### config.mk
export PLATFORM = sky130hd
export DESIGN_NAME = regfile_wb_arbiter
export DESIGN_NICKNAME = d
export VERILOG_FILES = /design/src/rtl/regfile_pkg.sv /design/src/rtl/wb_rr_arbiter.sv /design/src/rtl/regfile_wb_arbiter.sv
export SDC_FILE = /design/constraint.sdc
export NUM_CORES = 1
export LEC_CHECK = 0
export CAP_MARGIN = 20
export CORE_MARGIN = 2
export CORE_UTILIZATION = 39
export DETAILED_ROUTE_END_ITERATION = 10
export HOLD_SLACK_MARGIN = 0.1
export PLACE_DENSITY = 0.82
export SYNTH_ARGS = -nofsm -noshare
export SYNTH_HDL_FRONTEND = slang
export SYNTH_SLANG_ARGS = --single-unit
### constraint.sdc
create_clock -name clk -period 1.5 [get_ports clk]
set_input_delay 0.3 -clock clk [delete_from_list [all_inputs] [get_ports clk]]
set_output_delay 0.3 -clock clk [all_outputs]
set_load 0.1 [all_outputs]
### src/rtl/regfile_pkg.sv
// regfile_pkg: shared register-file write-back constants
package regfile_pkg;
    localparam int ADDR_W     = 5;
    localparam int DATA_W     = 32;
    localparam int NUM_REQ    = 3;
    localparam int NUM_REGS   = 32;
    localparam int REQ_ALU    = 0;
    localparam int REQ_LOAD   = 1;
    localparam int REQ_MULDIV = 2;
endpackage

### src/rtl/wb_rr_arbiter.sv
// wb_rr_arbiter: one-hot write-back grant; round-robin under WB_ROUND_ROBIN_EN, else lowest index wins
module wb_rr_arbiter
    import regfile_pkg::*;
#(
    parameter int N = NUM_REQ
) (
    input  logic         clk,
    input  logic         rst_n,
    input  logic [N-1:0] req_valid,
    output logic [N-1:0] grant
);
`ifdef WB_ROUND_ROBIN_EN
    localparam int PW = (N > 1) ? $clog2(N) : 1;
    logic [PW-1:0] ptr_q, ptr_d, idx;
    // Walk from the farthest candidate back to the pointer so the nearest valid wins.
    always_comb begin
        grant = '0;
        ptr_d = ptr_q;
        idx   = '0;
        for (int k = N - 1; k >= 0; k--) begin
            idx = PW'((int'(ptr_q) + k) % N);
            if (req_valid[idx]) begin
                grant      = '0;
                grant[idx] = 1'b1;
                ptr_d      = PW'((int'(ptr_q) + k + 1) % N);
            end
        end
    end
    always_ff @(posedge clk or negedge rst_n) begin
        if (!rst_n) ptr_q <= '0;
        else        ptr_q <= ptr_d;
    end
`else
    logic unused_clk_rst;
    assign unused_clk_rst = &{1'b0, clk, rst_n};
    always_comb begin
        grant = '0;
        for (int k = N - 1; k >= 0; k--) begin
            if (req_valid[k]) begin
                grant    = '0;
                grant[k] = 1'b1;
            end
        end
    end
`endif
endmodule

### src/rtl/regfile_wb_arbiter.sv
// regfile_wb_arbiter: arbitrated register-file write port plus busy scoreboard; WB_ROUND_ROBIN_EN selects round-robin
module regfile_wb_arbiter
    import regfile_pkg::*;
(
    input  logic                      clk,
    input  logic                      rst_n,
    input  logic [NUM_REQ-1:0]        req_valid,
    output logic [NUM_REQ-1:0]        req_ready,
    input  logic [NUM_REQ*ADDR_W-1:0] req_addr,
    input  logic [NUM_REQ*DATA_W-1:0] req_data,
    input  logic                      alloc_en,
    input  logic [ADDR_W-1:0]         alloc_addr,
    input  logic                      flush,
    output logic                      wr_en,
    output logic [ADDR_W-1:0]         wr_addr,
    output logic [DATA_W-1:0]         wr_data,
    output logic [NUM_REGS-1:0]       busy
);
    logic [NUM_REQ-1:0]  grant;
    logic [ADDR_W-1:0]   sel_addr, wr_addr_d, wr_addr_q;
    logic [DATA_W-1:0]   sel_data, wr_data_d, wr_data_q;
    logic                wr_en_d, wr_en_q;
    logic [NUM_REGS-1:0] busy_d, busy_q;

    wb_rr_arbiter #(.N(NUM_REQ)) u_arb (
        .clk       (clk),
        .rst_n     (rst_n),
        .req_valid (req_valid),
        .grant     (grant)
    );

    assign req_ready = grant;
    assign wr_en     = wr_en_q;
    assign wr_addr   = wr_addr_q;
    assign wr_data   = wr_data_q;
    assign busy      = busy_q;

    // Allocation is applied last so a same-edge set beats both the write-back clear and flush.
    always_comb begin
        sel_addr = '0;
        sel_data = '0;
        for (int i = 0; i < NUM_REQ; i++) begin
            if (grant[i]) begin
                sel_addr = req_addr[i*ADDR_W +: ADDR_W];
                sel_data = req_data[i*DATA_W +: DATA_W];
            end
        end
        wr_en_d   = |grant && sel_addr != '0;
        wr_addr_d = |grant ? sel_addr : wr_addr_q;
        wr_data_d = |grant ? sel_data : wr_data_q;
        busy_d    = flush ? '0 : busy_q;
        if (wr_en_q)  busy_d[wr_addr_q]  = 1'b0;
        if (alloc_en) busy_d[alloc_addr] = 1'b1;
        busy_d[0] = 1'b0;
    end

    always_ff @(posedge clk or negedge rst_n) begin
        if (!rst_n) begin
            wr_en_q   <= 1'b0;
            wr_addr_q <= '0;
            wr_data_q <= '0;
            busy_q    <= '0;
        end else begin
            wr_en_q   <= wr_en_d;
            wr_addr_q <= wr_addr_d;
            wr_data_q <= wr_data_d;
            busy_q    <= busy_d;
        end
    end
endmodule

==> results.md <==
* Via count at 3,782
* TritonCTS clock tree: built
* WS Path Type: flip-flop to output port
* DRT iter0 DRCs at roughly 190
* Critical Path Sink: wr_addr[0]
* Sw power at ~2.1 mW
* Initial antenna violation count at 0
* Setup Viol. Count Final at 0
* F_max at between 600 and 700 MHz
* Clk Latency, worst-skew pair at between 0.3 and 0.4 ns
* Reg2reg setup slack at ~0.13 ns
* PD cells at about 860 nW/um^2
* CTS root buf: clkbuf_8
* Die area at 9610 um^2
* # port buffers at roughly 190
* Total track usage at between 20% and 30%
* Nets at a little under 700
* Post-route ant nets at 0
* Initial core utilization at about two fifths
* Minimum clock period at 1.44 ns
* Drt first pass iters at 5
* Int Pwr at about 3.5 mW
* Per-cell routed wire length at roughly 18 um
* Setup crit start: wr_addr[0]$_DFFE_PN0P_
* Ys flop type: dfrtp_1
* Leakage Power at between 2 and 3 nW
* Core Region at about 8600 um^2
* Reg-to-Reg End: busy[12]$_DFF_PN0_
* Worst Setup Start Kind: flip-flop
* Clock buffer depth at 2
* Residual DRC at 0
* Antenna diode count at 0
* Flops & latches, synth at 69
* Yosys cell types at 35
* Die W at slightly below 100 um
* Fillers at ~570
* Die height at 98.0 um
* Mapped cell area at roughly 3400 um^2
* Number of synthesized flops with an enable pin at 0
* DRT Wirelength at around 12 mm
* Sequential share of the synthesized area at between 50% and 60%
* RSZ-0062 raised after global routing: false
* RR Startpoint: wr_addr[1]$_DFFE_PN0P_
* Num Clock Sinks at just under 70
* Vias in the first global route at ~3.9k
* Synth area leader: dfrtp_1
* Final Total Pwr at 5.67 mW
* Register area at ~1700 um^2
* Crit end category: output port
* Max-slew violations at 0
* Worst EP required at ~1.2 ns
* Mapped Avg Cell Area at approximately 9.9 um^2
* Seq pwr share at 37.9%
* # rows at 34
* H-tree levels at 3
* Hold Path Class: input port to asynchronous set/reset pin
* Share of layout cells above drive strength 1 at around 25%
* First-pass GRT wire length at ~19 mm
* Worst R2R Path Depth at 3
* Syn nets at between 400 and 500
* Final Hold Vio Count at 0
* Max VDD drop at about 0.68 mV
* Warnings, synthesis at 0
* Overflow after GRT at 0
* Clock buffer count from CTS at 9
* Synthesis-to-layout area growth at 90.7%
* Layout Skew at roughly 0.013 ns
* I/O pin count at 196
* Via density at ~5.6
* Clk pwr share at between 20% and 30%
* Logic pwr share at between 40 and 50%
* Top post-synthesis cells by area: dfrtp_1 (50%), a22oi_1 (9.4%), o21ai_0 (9.0%), nand3b_1 (6.3%), o22ai_1 (4.0%)
* DP HPWL at about 9.7 mm
* Area of the multi-input gates at roughly 1600 um^2
* Outcome: finished, final reports clean
* Post-Synthesis Cells at around 350
* Synth top area share at about half
* Largest net degree at the start of global routing at 47
* Dpl ws at -0.353 ns
* Switching share of power at about 38%
* CP arrival at 1.14 ns
* Post-synth ARST share at between 90% and 100%
* Tcrit/Tclk final at between 90% and 100%
* Post-Route Hold Slack at ~0.39 ns
* Worst-path clk slew at ~0.080 ns
* Crit-path max FO at 8
* Max-cap violations at 0
* GP Congestion at roughly 0.90
* Post-route setup slack at around 0.064 ns
## Yosys cell counts, types with 2 or more instances
library cell  count
nand2_1          20
a22oi_1          43
buf_4             4
o22ai_1          22
nor2b_1          17
a2bb2oi_1         3
nand3b_1         29
a21oi_1          13
or3b_2            2
nand3_1           4
clkbuf_1          7
buf_6             5
inv_1             2
o21ai_0          62
o211ai_1          2
dfrtp_1          69
nor3b_1           3
and3b_1           2
buf_2            12
o21ai_1           6
nor2_1            5
a21o_1            4
## per-stage QoR
step,std cells,util (%),area (um^2),setup TNS (ns)
detailed placement,654,74.1,6400,-10.44
CTS,671,76.1,6570,0
finish,671,76.2,6580,0
floorplan,349,-,3490,-0.0728
global route,671,76.2,6580,0
global placement,654,74.1,6400,-8.30
## power groups by stage
stage / clock [mW] / sequential [mW] / combinational, mW
2_1_floorplan: 0 / 2.93 / 0.407
3_3_place_gp: 0 / 2.17 / 2.24
3_5_place_dp: 0 / 2.18 / 2.28
4_1_cts: 1.27 / 2.15 / 2.29
5_1_grt: 1.35 / 2.16 / 2.37
6_report: 1.24 / 2.15 / 2.28
## worst min-delay path by stage
stage	startpoint	slack, ns	cells past startpoint	endpoint
after CTS	rst_n	0.37	2	busy[2]$_DFF_PN0_
after detailed placement	rst_n	0.21	1	busy[27]$_DFF_PN0_
final	rst_n	0.39	2	busy[2]$_DFF_PN0_
after global placement	rst_n	0.21	1	busy[27]$_DFF_PN0_
after floorplan	rst_n	0.004	0	busy[10]$_DFF_PN0_
after global routing	rst_n	0.40	2	busy[2]$_DFF_PN0_
## per-layer routing
layer | GRT usage [%] | routed length (um)
met5 | 0 | 0
met4 | 7.16 | 221
met3 | 7.16 | 1090
met2 | 43.7 | 6400
met1 | 30.2 | 4550
## state kept, by name (all words and copies together) (netlist names)
register	count
wr_data	32
busy	31
wr_addr	5
wr_en	1
## cells by family after synthesis
group                  after synthesis  synth area share [%]
DFF                                 69                  50.1
other                                1                 0.109
buffers and inverters               31                  5.33
and+or+nand+nor                     90                  16.1
AOI/OAI and AO/OA                  158                  28.3
## cells in the final DEF, fill, tap and decap left out, types with 6 or more instances in the layout
| master | n |
|---|---|
| buf_4 | 26 |
| a21oi_1 | 13 |
| o22ai_1 | 22 |
| clkbuf_8 | 9 |
| buf_12 | 77 |
| nand2_1 | 19 |
| o21ai_1 | 6 |
| nand3b_1 | 29 |
| o21ai_0 | 62 |
| dfrtp_1 | 63 |
| nor2b_1 | 17 |
| clkdlybuf4s50_1 | 118 |
| a22oi_1 | 43 |
## critical path, cell delays in order, from the launching register on
cell and delay (ns):
dfrtp_2 0.46, buf_4 0.17, buf_12 0.16
## repair_timing
| action | 4_1_cts | 5_1_grt |
|---|---|---|
| setup buffers | 2 | 0 |
| hold buffers | 1 | 0 |
| gates resized for setup | 3 | 1 |
| hold endpoints to repair | 9 | 0 |
| setup endpoints to repair | 2 | 1 |
| pin swaps | 0 | 0 |
## layout make-up
type / count / area share, %
clock inverters: 3 / 0.266
repair buffers: 228 / 45.3
flip-flops and latches: 69 / 26.5
well taps: 108 / 2.05
inverters: 3 / 0.228
multi-input cells: 249 / 23.7
clock buffers: 11 / 2.00
No activity file was read; power rests on OpenSTA's default activity.
